### config.mk
export PLATFORM = sky130hd
export DESIGN_NAME = alu_sequencer
export DESIGN_NICKNAME = d
export VERILOG_FILES = /design/src/rtl/alu_ctrl_pkg.sv /design/src/rtl/alu_instr_decode.sv /design/src/rtl/alu_sequencer.sv
export SDC_FILE = /design/constraint.sdc
export NUM_CORES = 1
export LEC_CHECK = 0
export BUFFER_PORTS_ARGS = -buffer_cell sky130_fd_sc_hd__buf_4
export CAP_MARGIN = 30
export CORE_MARGIN = 5
export CORE_UTILIZATION = 50
export DETAILED_ROUTE_END_ITERATION = 12
export PLACE_DENSITY = 0.81
export SLEW_MARGIN = 10
export SYNTH_ARGS = -nofsm -noshare
export SYNTH_HDL_FRONTEND = slang
export SYNTH_SLANG_ARGS = --single-unit
export TNS_END_PERCENT = 100
### constraint.sdc
create_clock -name clk -period 2.8 [get_ports clk]
set_input_delay 0.28 -clock clk [delete_from_list [all_inputs] [get_ports clk]]
set_output_delay 0.28 -clock clk [all_outputs]
set_load 0.02 [all_outputs]
### src/rtl/alu_ctrl_pkg.sv
// Shared types and constants for the ALU instruction sequencer.
// The immediate-extension mode is selected in alu_instr_decode by the
// ALU_SEQ_IMM_SIGN_EXT_EN macro.
package alu_ctrl_pkg;

  typedef enum logic [1:0] {
    ST_IDLE   = 2'd0,
    ST_DECODE = 2'd1,
    ST_EXEC   = 2'd2,
    ST_WB     = 2'd3
  } state_t;

  localparam logic [3:0]  OP_REG    = 4'b0000;
  localparam logic [3:0]  OP_CMP    = 4'b1011;
  localparam logic [15:0] INSTR_NOP = 16'h0000;

  typedef struct packed {
    logic [4:0]  control1;
    logic [4:0]  control2;
    logic [7:0]  opcode;
    logic        imm_control;
    logic [15:0] immediate;
    logic [3:0]  rdest;
    logic        wb_en;
  } dec_t;

endpackage

### src/rtl/alu_instr_decode.sv
// Combinational instruction decode: operand selects, ALU opcode,
// extended immediate and the writeback flag.
// Macro ALU_SEQ_IMM_SIGN_EXT_EN: sign-extend the 8-bit immediate
// (default build zero-extends it).
module alu_instr_decode
  import alu_ctrl_pkg::*;
(
  input  logic [15:0] instr,
  output dec_t        dec
);

  logic [3:0] op;
  assign op = instr[15:12];

  function automatic logic [15:0] ext_imm(input logic [7:0] imm);
`ifdef ALU_SEQ_IMM_SIGN_EXT_EN
    logic signed [7:0] simm;
    simm = imm;
    return {{8{simm[7]}}, simm};
`else
    return {8'h00, imm};
`endif
  endfunction

  // Field extraction; register ops take operand B from rsrc, all others
  // from the immediate, and only immediate ops drive a nonzero immediate.
  always_comb begin
    dec          = '0;
    dec.rdest    = instr[11:8];
    dec.control1 = {1'b0, instr[11:8]};
    if (op == OP_REG) begin
      dec.control2 = {1'b0, instr[3:0]};
      dec.opcode   = {op, instr[7:4]};
    end else begin
      dec.opcode      = {op, 4'b0000};
      dec.imm_control = 1'b1;
      dec.immediate   = ext_imm(instr[7:0]);
    end
    dec.wb_en = !((op == OP_CMP) || (instr == INSTR_NOP));
  end

endmodule

### src/rtl/alu_sequencer.sv
// Four-state instruction sequencer (IDLE -> DECODE -> EXEC -> WB) driving
// ALU operand selects, register-bank write enable and a retired count.
// Every output is registered from the next state, so each output changes
// on the same edge the FSM enters the state it belongs to.
// Macro ALU_SEQ_IMM_SIGN_EXT_EN (see alu_instr_decode) selects sign
// extension of the immediate.
module alu_sequencer
  import alu_ctrl_pkg::*;
(
  input  logic        clk,
  input  logic        reset,
  input  logic [15:0] instr,
  input  logic        instr_valid,
  output logic        instr_ready,
  output logic [15:0] enable,
  output logic [4:0]  control1,
  output logic [4:0]  control2,
  output logic        imm_control,
  output logic [7:0]  opcode,
  output logic [15:0] immediate,
  output logic        buff_en,
  output logic        done,
  output logic [15:0] instr_count
);

  state_t      state_q, state_d;
  logic [15:0] instr_q;
  logic [15:0] instr_sel;
  dec_t        dec;

  logic        ready_d;
  logic [15:0] enable_d;
  logic [4:0]  control1_d;
  logic [4:0]  control2_d;
  logic        imm_control_d;
  logic [7:0]  opcode_d;
  logic [15:0] immediate_d;
  logic        buff_en_d;
  logic        done_d;
  logic [15:0] count_d;

  // In IDLE decode the incoming word so DECODE outputs appear on the
  // accept edge; afterwards decode the latched copy.
  assign instr_sel = (state_q == ST_IDLE) ? instr : instr_q;

  alu_instr_decode u_decode (
    .instr (instr_sel),
    .dec   (dec)
  );

  // State register
  always_ff @(posedge clk) begin
    if (reset) state_q <= ST_IDLE;
    else       state_q <= state_d;
  end

  // Instruction latch, loaded only on accept
  always_ff @(posedge clk) begin
    if (state_q == ST_IDLE && instr_valid) instr_q <= instr;
  end

  // Next state and next output values
  always_comb begin
    state_d       = state_q;
    ready_d       = 1'b0;
    enable_d      = '0;
    control1_d    = '0;
    control2_d    = '0;
    imm_control_d = 1'b0;
    opcode_d      = '0;
    immediate_d   = '0;
    buff_en_d     = 1'b0;
    done_d        = 1'b0;
    count_d       = instr_count;

    case (state_q)
      ST_IDLE:   if (instr_valid) state_d = ST_DECODE;
      ST_DECODE: state_d = ST_EXEC;
      ST_EXEC:   state_d = ST_WB;
      ST_WB:     state_d = ST_IDLE;
      default:   state_d = ST_IDLE;
    endcase

    if (state_d == ST_IDLE) begin
      ready_d = 1'b1;
    end else begin
      control1_d    = dec.control1;
      control2_d    = dec.control2;
      imm_control_d = dec.imm_control;
      opcode_d      = dec.opcode;
      immediate_d   = dec.immediate;
    end

    if (state_d == ST_EXEC || state_d == ST_WB) buff_en_d = 1'b1;

    if (state_d == ST_WB) begin
      done_d  = 1'b1;
      count_d = instr_count + 16'd1;
      if (dec.wb_en) enable_d = 16'h0001 << dec.rdest;
    end
  end

  // Output registers; reset aborts any instruction in flight
  always_ff @(posedge clk) begin
    if (reset) begin
      instr_ready <= 1'b1;
      enable      <= '0;
      control1    <= '0;
      control2    <= '0;
      imm_control <= 1'b0;
      opcode      <= '0;
      immediate   <= '0;
      buff_en     <= 1'b0;
      done        <= 1'b0;
      instr_count <= '0;
    end else begin
      instr_ready <= ready_d;
      enable      <= enable_d;
      control1    <= control1_d;
      control2    <= control2_d;
      imm_control <= imm_control_d;
      opcode      <= opcode_d;
      immediate   <= immediate_d;
      buff_en     <= buff_en_d;
      done        <= done_d;
      instr_count <= count_d;
    end
  end

endmodule

==> results of run 1 <==
[cell families after synthesis]
| family | count (synthesis) | synth area share |
|---|---|---|
| compound gates | 28 | 0.06540 |
| xor+xnor | 9 | 0.02784 |
| fa+ha+maj | 4 | 0.01768 |
| buf+inv | 31 | 0.06010 |
| flops | 77 | 0.6010 |
| mux | 16 | 0.05700 |
| other cells | 1 | 0.001324 |
| simple gates | 97 | 0.1697 |
[cell usage after synthesis (all sizes together) (2+ instances only)]
master  number  share of area
dfxtp       61           0.43
nor2        51          0.068
buf         18          0.043
edfxtp      16           0.17
mux2i       15          0.053
inv         11          0.015
a21oi        9          0.016
nand3        9          0.018
xor2         7          0.022
nand2        6         0.0080
nand2b       5          0.011
nand4        5          0.011
or4          5          0.013
ha           4          0.018
nor4         4         0.0088
o21ai        4         0.0071
o31ai        4          0.011
and4         3         0.0093
o22ai        3         0.0088
and2         2         0.0044
clkbuf       2         0.0027
nand4b       2         0.0062
o32ai        2         0.0062
or3          2         0.0044
xnor2        2         0.0062
[stage by stage]
stage               cells  cell area [um^2]  hold slack [ns]  utilization  power (mW)
floorplan             272              2865           0.3789            -       1.708
global placement      403              3420           0.4643       0.6210       1.885
detailed placement    403              3420           0.4793       0.6210       1.901
CTS                   419              3610           0.1194       0.6555       2.688
global route          419              3610           0.1129       0.6555       2.790
finish                419              3610           0.1201       0.6555       2.680
[flip-flops by register name, indices dropped and copies added, names as in the netlist]
register     cells
opcode           8
enable          16
state_q          2
instr_count     16
instr_ready      1
done             1
imm_control      1
control1         4
immediate        8
instr_q         16
control2         4
[layer usage]
layer,GRT usage,up-vias
li1,-,1047
met1,0.1884,997
met2,0.2761,73
met3,0.06311,8
met4,0.09640,0
met5,0,-
[final timing paths]
path,end,slack (ns),depth (start not counted)
setup / recovery,opcode[1]$_SDFF_PP0_,0.70,6
setup reg to reg,opcode[1]$_SDFF_PP0_,0.70,6
hold reg to reg,instr_count[15]$_SDFFE_PP0P_,0.49,2
hold / removal,instr_q[1]$_DFFE_PP_,0.12,1
[area by class of cell]
type / count / area (um^2)
Clock buffer: 9 / 123.9
Clock inverter: 7 / 66.31
Fill cell: 448 / 1897
Inverter: 11 / 41.29
Multi-Input combinational cell: 164 / 993.5
Sequential cell: 77 / 1702
Tap cell: 72 / 90.09
Timing Repair Buffer: 79 / 593.1
[power by group through the flow]
stage          Combinational, mW  Clock, mW  Sequential (mW)
2_1_floorplan              0.303          0             1.41
3_3_place_gp               0.564          0             1.32
3_5_place_dp               0.577          0             1.32
4_1_cts                    0.580      0.809             1.30
5_1_grt                    0.626      0.855             1.31
6_report                   0.578      0.804             1.30
==> out/metrics.csv, run 1 <==
metric;value;unit
area delta synth->final;27.49;%
Req. time, crit path;3.08;ns
fin crit share;0.7497;
count of flip-flops with a built-in enable after synthesis;16;
Main synth FF type;dfxtp_1;
WS Path Type;flop to flop;
Internal Pwr Total;1.882;mW
WP buf/inv;1;
Slew Limit Fails;0;
Leakage Power;1.559;nW
sequential area share after synthesis;0.6010;
Clock transition at path regs;0.08;ns
post-route antenna net violation count;0;
Root Driver;clkbuf_8;
status;completed;
Peak VDD IR;0.3724;mV
DRT Pass-1 Iters;4;
post_cts resized;0;
crit path capture type;flop;
Starting Density;0.5142;
reg-to-reg startpoint;state_q[0]$_SDFF_PP0_;
Met3 Routed Length;532;um
first-pass GRT wire length;9666;um
#FFs+latches synth;77;
vias in the first global route;2117;
final worst setup slack;0.7008;ns
Sw Ratio;0.2976;
RSZ-0062 raised after global routing;false;
drt wl/cell;14.51;um
Die Ht;85.25;um
Netlist Area Pre-Place;2831;um^2
Hold Path Origin;instr[1];
Post-DP HPWL;4398;um
commonest non-fill, non-tap cell in the layout;buf_4;
CP startpoint kind;flop;
total negative slack;0;ns
Worst Max-Slew Pin Slew;0.7240;ns
headroom to the max-slew limit;0.5174;
Reg power frac;0.485;
Clock Path Buffers;2;
DRC violations left;0;
WL final;6080;um
most frequent cells in the layout;buf_4 (79), dfxtp_1 (61), nor2_1 (51);
clk sinks;77;
Die X;85.25;um
maxcap violations;0;
CTS Buf Count;9;
CTS tree;done;
Hold Vio Cnt, Final;0;
Remaining Overflow, GRT;0;
NetSw;0.7975;mW
Worst EP arrival;2.38;ns
# setup viols final;0;
GRT Total Usage;0.1690;
family with the most delay on the worst path;simple AND/OR/NAND/NOR gates;
HP Class;input port to flop;
top-level I/O count;89;
pwr dens;742.4;nW/um^2
maximum clock frequency;0.4764;GHz
Mean Syn Cell Area;10.77;um^2
hold_buf cts;0;
Highest Signal Layer;met4;
core area;5507;um^2
largest net degree at the start of global routing;23;
Critical Path Max Stage Delay;0.63;ns
Slowest-stage cell, CP;or4b_2;
CP startpoint;state_q[0]$_SDFF_PP0_;
initial drt markers;90;
Logic pwr share;0.216;
Syn. warnings;0;
WL met1;2525;um
minimum clock period;2.099;ns
NumNets Final;365;
initial antenna violation count;0;
Die Area;7268;um^2
Netlist cell types;40;
pre-CTS WS;0.6951;ns
diode count;0;
routed vias;2125;
Cell Rows;27;
wire length on met2;2948;um
ys async rst share;0;
layout cell share with drive strength beyond 1;0.2882;
IO Port Bufs;78;
clock power share;0.300;
post-CTS setup buffer count;0;
GPL Wtd Cong;0.7308;
Synth Instances;263;
Skew-Pair Late Insertion Delay;0.35;ns
CTS H-Tree Depth;3;
Worst Path Max Fanout;10;
worst-path cell chain;inv_1 > ha_1 > or4b_2 > o22ai_2 > nand2b_1 > nor2_1;
vias per cell;5.072;
clock skew;0.01160;ns
(Power assumes the default switching activity.)
==> run 2, diff against run 1 <==
Settings changed: ABC_AREA set to 1, CORE_UTILIZATION 50 to 46, PLACE_DENSITY 0.81 to 0.78.
Clock period 2.8 ns to 1.9 ns, I/O delays scaled along.
==> run 2 against run 1 <==
Clock skew shrank 0.0011 ns. Sequential power rose by 48%. Global-route usage shrank 2.0 points. Sequential share of layout area down 2.7 points. Final cell count increased by 19%. Clock-buffer cell count grew 1. Synthesized cell count up 25%.
==> out/metrics.csv, run 2 <==
metric;value;unit;change
Post-DP HPWL;4477;um;+1.8%
Worst EP arrival;1.93;ns;-0.45 ns
Die Area;8097;um^2;+11%
CTS Buf Count;9;;unchanged
CP startpoint;state_q[1]$_SDFF_PP0_;;
# setup viols final;0;;unchanged
Area contributors post-synth;dfxtp_1 (41%), edfxtp_1 (16%), nand2_1 (8.7%);;
maxcap violations;0;;unchanged
Req. time, crit path;2.14;ns;-0.94 ns
Largest regs;enable (16), instr_count (16), instr_q (16);;
Clock Path Buffers;2;;unchanged
Remaining Overflow, GRT;0;;unchanged
Root Driver;clkbuf_8;;
DRC violations left;0;;unchanged
core area;6277;um^2;+14%
Netlist cell types;28;;-30%
Critical Path Max Stage Delay;0.36;ns;-0.27 ns
count leader, synth;nand2_1;;
pre-CTS WS;0.1230;ns;-0.5722 ns
WS Path Type;flop to flop;;
CP startpoint kind;flop;;
post-CTS setup buffer count;0;;unchanged
area delta synth->final;29.97;%;
top-level I/O count;89;;unchanged
Hold Vio Cnt, Final;0;;unchanged
most frequent cells in the layout;buf_4 (82), nand2_1 (66), dfxtp_1 (61);;
family with the most delay on the worst path;simple AND/OR/NAND/NOR gates;;
Die Ht;89.99;um;+5.6%
CTS H-Tree Depth;3;;unchanged
crit path to;enable[12]$_SDFF_PP0_;;
minimum clock period;1.687;ns;-0.4126 ns
Cell Rows;29;;+7.4%
crit path capture type;flop;;
sequential area share after synthesis;0.5782;;-0.02274
cell taking the most area after synthesis;dfxtp_1;;
diode count;0;;unchanged
Skew-Pair Late Insertion Delay;0.35;ns;about the same
Die X;89.99;um;+5.6%
Filler cells;540;;+21%
vias in the first global route;2133;;+0.76%
clk sinks;77;;unchanged
Netlist Area Pre-Place;2943;um^2;+3.9%
RSZ-0062 raised after global routing;false;;
post-route antenna net violation count;0;;unchanged
reg2reg setup slack;0.21;ns;-0.49 ns
Syn. warnings;0;;unchanged
fin crit share;0.8877;;+0.1380
total negative slack;0;ns;unchanged
maximum clock frequency;0.5929;GHz;+24%
Slowest-stage cell, CP;dfxtp_1;;
worst hold slack;0.02270;ns;-0.09737 ns
commonest non-fill, non-tap cell in the layout;buf_4;;
Commonest cells post-synth;nand2_1 (68), dfxtp_1 (61), nor2_1 (60);;
Main synth FF type;dfxtp_1;;
Synth Instances;329;;+25%
HP Class;input port to flop;;
Worst Path Max Fanout;8;;-2
RR Endpoint;enable[12]$_SDFF_PP0_;;
R2R cell count;11;;+5
final worst setup slack;0.2134;ns;-0.4874 ns
pwr dens;1170;nW/um^2;+58%
Slew Limit Fails;0;;unchanged
largest net degree at the start of global routing;17;;-26%
WP depth;11;;+5
DRT Pass-1 Iters;4;;unchanged
drt wl/cell;11.68;um;-20%
Placed Instances;483;;+20%
GPL Wtd Cong;0.8056;;+10%
Non-Filler Instances;500;;+19%
ys async rst share;0;;unchanged
WP buf/inv;2;;+1
Clock transition at path regs;0.09;ns;about the same
first-pass GRT wire length;9915;um;+2.6%
WL final;5839;um;-4.0%
NumNets Final;441;;+21%
reg-to-reg startpoint;state_q[1]$_SDFF_PP0_;;
Starting Density;0.4688;;-0.04540
#FFs+latches synth;77;;unchanged
worst-path cell chain;inv_1 > ha_2 > buf_4 > nand2_1 > nand2_1 > nor2_1 > nand2_2 > nor2_4 > nand2_4 > nand3_4 > nor2_1;;
GRT Total Usage;0.1490;;-0.01999
Yosys top cell area share;0.4150;;-0.01632
status;completed;;
Peak VDD IR;0.7095;mV;+91%
Mean Syn Cell Area;8.945;um^2;-17%
count of flip-flops with a built-in enable after synthesis;16;;unchanged
routed vias;2231;;+5.0%
layout cell share with drive strength beyond 1;0.3168;;+0.02860
CTS tree;done;;
initial drt markers;89;;-1.1%
initial antenna violation count;0;;unchanged
clock skew;0.01051;ns;-0.001089 ns
Leakage Power;1.812;nW;+16%
vias per cell;4.462;;-12%
IO Port Bufs;78;;unchanged
-- run 2: what timing repair did --
item	4_1_cts	5_1_grt
hold buffers	0	1
setup endpoints to repair	0	18
hold endpoints to repair	0	1
gates resized for setup	0	5
-- run 2: worst min-delay path by stage --
stage	cells past startpoint	slack (ns)	from	endpoint
5_1_grt	1	0.0004	instr[0]	instr_q[0]$_DFFE_PP_
3_3_place_gp	1	0.38	instr[11]	instr_q[11]$_DFFE_PP_
3_5_place_dp	1	0.38	instr[11]	instr_q[11]$_DFFE_PP_
4_1_cts	1	0.007	instr[5]	instr_q[5]$_DFFE_PP_
2_1_floorplan	1	0.26	reset	instr_count[13]$_SDFFE_PP0P_
6_report	1	0.02	instr[6]	instr_q[6]$_DFFE_PP_
-- run 2: layer usage --
| layer | wire length (um) | GRT usage |
|---|---|---|
| met5 | 0 | 0 |
| met4 | 59 | 0.05583 |
| met3 | 472 | 0.06678 |
| met2 | 2767 | 0.2451 |
| met1 | 2539 | 0.1699 |
-- run 2: power by group --
part	leakage, nW	total (mW)	internal (mW)	switching, mW
Clock	0.115	1.35	0.710	0.641
Sequential	0.648	1.93	1.87	0.0615
Combinational	1.05	1.20	0.415	0.781
Total	1.81	4.48	2.99	1.48
-- run 2: stage by stage --
stage | util | power, mW | instance area [um^2]
floorplan | - | 2.799 | 2977
global placement | 0.5695 | 3.139 | 3575
finish | 0.6093 | 4.476 | 3825
CTS | 0.6053 | 4.509 | 3800
detailed placement | 0.5695 | 3.164 | 3575
global route | 0.6093 | 4.742 | 3825
-- run 2: final cells by class --
cell class                      instances  area [um^2]  area share
Sequential cell                        77         1702      0.4449
Multi-Input combinational cell        208         1025      0.2679
Timing Repair Buffer                   83        625.6      0.1636
Inverter                               39        151.4     0.03958
Clock buffer                           10        148.9     0.03893
Tap cell                               77        96.34     0.02519
Clock inverter                          6        76.32     0.01995
-- run 2: worst reg2reg max path: stages, from the launching register on --
cell     delay (ns)
dfxtp_1        0.36
inv_1          0.07
ha_2           0.20
buf_4          0.17
nand2_1        0.09
nand2_1        0.07
nor2_1         0.13
nand2_2        0.12
nor2_4         0.14
nand2_4        0.08
nand3_4        0.10
nor2_1         0.06
-- run 2: cells by family (layout without fill, tap and decap cells) --
kind of cell               after synthesis  in the layout  share of synthesized area
buffers and inverters                   53            138                    0.09013
AOI/OAI and AO/OA                       25             25                    0.04337
adders and majority gates                4              4                    0.01701
xor gates and xnor gates                 1              1                   0.002977
and+or+nand+nor                        168            168                     0.2670
DFF                                     77             77                     0.5782
other                                    1             10                   0.001274
==> run 3, diff against run 2 <==
--- a/config.mk
+++ b/config.mk
@@ -11,3 +11,4 @@
 export CORE_MARGIN = 5
-export CORE_UTILIZATION = 46
+export CORE_UTILIZATION = 47
+export CTS_CLUSTER_SIZE = 40
 export DETAILED_ROUTE_END_ITERATION = 12
@@ -17,2 +18,3 @@
 export SYNTH_HDL_FRONTEND = slang
+export SYNTH_HIERARCHICAL = 1
 export SYNTH_SLANG_ARGS = --single-unit
--- a/constraint.sdc
+++ b/constraint.sdc
@@ -3,2 +3,2 @@
 set_output_delay 0.19 -clock clk [all_outputs]
-set_load 0.02 [all_outputs]
+set_load 0.005 [all_outputs]
==> run 3 against run 2 <==
Utilization fell by 0.51 points. Worst hold slack improved by 0.0099 ns. Combinational power is 18% higher. Register-to-register slack got worse by 0.09 ns. Worst setup slack worse by 0.093 ns. Critical path type unchanged. Critical endpoint is now enable[4]$_SDFF_PP0_. Largest cell class unchanged. Largest power group unchanged. Highest routed layer unchanged.
==> out/metrics.csv, run 3 <==
metric;value;unit;change
worst hold slack;0.03256;ns;+0.009853 ns
Synth Instances;418;;+27%
ys async rst share;0;;unchanged
DRC violations left;0;;unchanged
Mean Syn Cell Area;8.250;um^2;-7.8%
Die Ht;95.66;um;+6.3%
Die X;95.66;um;+6.3%
Cell Rows;31;;+6.9%
IO Port Bufs;88;;+13%
Main synth FF type;dfxtp_1;;
reg-to-reg startpoint;state_q[0]$_SDFF_PP0_;;
Remaining Overflow, GRT;0;;unchanged
sequential area share after synthesis;0.5515;;-0.02671
CTS Buf Count;9;;unchanged
Area contributors post-synth;dfxtp_1 (41%), edfxtp_1 (14%), nor2_1 (9.5%);;
Clock transition at path regs;0.09;ns;about the same
WS Path Type;flop to flop;;
drt wl/cell;11.44;um;-2.1%
initial antenna violation count;0;;unchanged
top-level I/O count;89;;unchanged
Skew-Pair Late Insertion Delay;0.34;ns;about the same
Commonest cells post-synth;nor2_1 (87), nand2_1 (79), dfxtp_1 (71);;
first-pass GRT wire length;11490;um;+16%
hold_buf cts;0;;unchanged
post-route antenna net violation count;0;;unchanged
Hold Path Origin;instr[7];;
Layout Utilization;0.6042;;-0.005096
# setup viols final;0;;unchanged
cell area after layout;4359;um^2;+14%
vias per cell;4.381;;-1.8%
reg2reg setup slack;0.12;ns;-0.09 ns
fin crit share;0.9366;;+0.04890
Yosys top cell area share;0.4122;;-0.002774
RR Endpoint;enable[4]$_SDFF_PP0_;;
area delta synth->final;26.42;%;
Netlist Area Pre-Place;3448;um^2;+17%
Worst Max-Slew Pin Slew;0.5958;ns;
Root Driver;clkbuf_8;;
layout cell share with drive strength beyond 1;0.2690;;-0.04778
RSZ-0062 raised after global routing;false;;
WHS Endpoint;instr_q[7]$_DFFE_PP_;;
Met3 Routed Length;456;um;-3.4%
R2R cell count;11;;unchanged
status;completed;;
headroom to the max-slew limit;0.6024;;
cell taking the most area after synthesis;dfxtp_1;;
Overall Power;4.854;mW;+8.5%
diode count;0;;unchanged
Leakage Power;2.046;nW;+13%
count leader, synth;nor2_1;;
total negative slack;0;ns;unchanged
Slew Limit Fails;0;;unchanged
Sw Ratio;0.3125;;-0.01902
pre-CTS WS;-0.06599;ns;-0.1890 ns
NetSw;1.517;mW;+2.2%
Internal Pwr Total;3.337;mW;+12%
clock power share;0.259;;-0.043
clk sinks;87;;+13%
core area;7214;um^2;+15%
initial drt markers;121;;+36%
Req. time, crit path;2.12;ns;-0.02 ns
WHS Path Cells;1;;unchanged
Starting Density;0.4780;;+0.009168
count of flip-flops with a built-in enable after synthesis;16;;unchanged
CP startpoint kind;flop;;
minimum clock period;1.779;ns;+0.09291 ns
Worst Path Max Fanout;8;;unchanged
Die Area;9150;um^2;+13%
WL final;6999;um;+20%
Highest Signal Layer;met4;;
largest net degree at the start of global routing;37;;+20
pwr dens;1114;nW/um^2;-4.8%
final worst setup slack;0.1205;ns;-0.09292 ns
DRT Pass-1 Iters;4;;unchanged
vias in the first global route;2594;;+22%
wire length on met2;3628;um;+31%
#FFs+latches synth;87;;+13%
GRT Total Usage;0.1625;;+0.01347
HP Class;input port to flop;;
CTS H-Tree Depth;3;;unchanged
Reg power frac;0.450;;+0.019
Syn. warnings;6;;+6
Worst EP arrival;2.00;ns;+0.07 ns
WL met1;2869;um;+13%
Netlist cell types;30;;+7.1%
Clock Path Buffers;2;;unchanged
Post-DP HPWL;5339;um;+19%
GPL Wtd Cong;0.8739;;+8.5%
crit path capture type;flop;;
Peak VDD IR;0.4919;mV;-31%
NumNets Final;530;;+20%
clock skew;0.01433;ns;+0.003820 ns
routed vias;2681;;+20%
maxcap violations;0;;unchanged
Non-Filler Instances;612;;+22%
commonest non-fill, non-tap cell in the layout;buf_4;;
placed instance area;4126;um^2;+15%
maximum clock frequency;0.5620;GHz;-5.2%
Logic pwr share;0.291;;+0.024
most frequent cells in the layout;buf_4 (101), nor2_1 (87), nand2_1 (77);;
Placed Instances;595;;+23%
CTS tree;done;;
Hold Vio Cnt, Final;0;;unchanged
run 3: worst max-delay path by stage:
stage                          startpoint                            to  slack (ns)
floorplan           state_q[1]$_SDFF_PP0_         enable[10]$_SDFF_PP0_       0.002
global placement    state_q[1]$_SDFF_PP0_         enable[11]$_SDFF_PP0_        0.05
detailed placement  state_q[0]$_SDFF_PP0_         enable[13]$_SDFF_PP0_       -0.07
CTS                 state_q[0]$_SDFF_PP0_         enable[13]$_SDFF_PP0_        0.07
global route        state_q[0]$_SDFF_PP0_  instr_count[13]$_SDFFE_PP0P_       0.003
finish              state_q[0]$_SDFF_PP0_          enable[4]$_SDFF_PP0_        0.12
run 3: what timing repair did:
action                                 in CTS  in global routing
setup buffers                               1                  0
gates resized for setup                     2                  2
setup endpoints to repair                  16                 16
endpoints found under the hold margin       0                  0
pin swaps                                   1                  0
run 3: cell families after synthesis:
family                     synth area share
AOI/OAI and AO/OA                   0.03992
xor gates and xnor gates           0.007621
adders and majority gates           0.01089
buffers and inverters                0.1404
DFF                                  0.5515
other                              0.001087
and+or+nand+nor                      0.2485
run 3: cell type report:
cell class	count	area (um^2)
Inverter	65	249.0
Multi-Input combinational cell	244	1122
Tap cell	99	123.9
Fill cell	664	2855
Clock buffer	12	177.7
Timing Repair Buffer	101	758.2
Sequential cell	87	1902
Clock inverter	4	26.28
run 3: layer usage:
| layer | global-route usage | up-vias |
|---|---|---|
| met4 | 0.06872 | 0 |
| met5 | 0 | - |
| li1 | - | 1411 |
| met1 | 0.1818 | 1205 |
| met2 | 0.2878 | 63 |
| met3 | 0.04499 | 2 |
run 3: power groups by stage:
stage	Clock (mW)	Sequential [mW]	Combinational [mW]
finish	1.26	2.19	1.41
detailed placement	0	2.23	1.40
global route	1.38	2.21	1.61
CTS	1.29	2.19	1.41
floorplan	0	2.24	0.985
global placement	0	2.22	1.37
run 3: worst max-delay path, cell delays in order, from the launching register on:
cell and delay [ns]:
dfxtp_1 0.30, inv_1 0.10, ha_4 0.19, buf_4 0.15, nand2_1 0.05, nand2_1 0.14, nand2_1 0.08, nor3b_1 0.27
a21oi_2 0.08, nand3b_1 0.10, buf_4 0.15, nor2_1 0.05
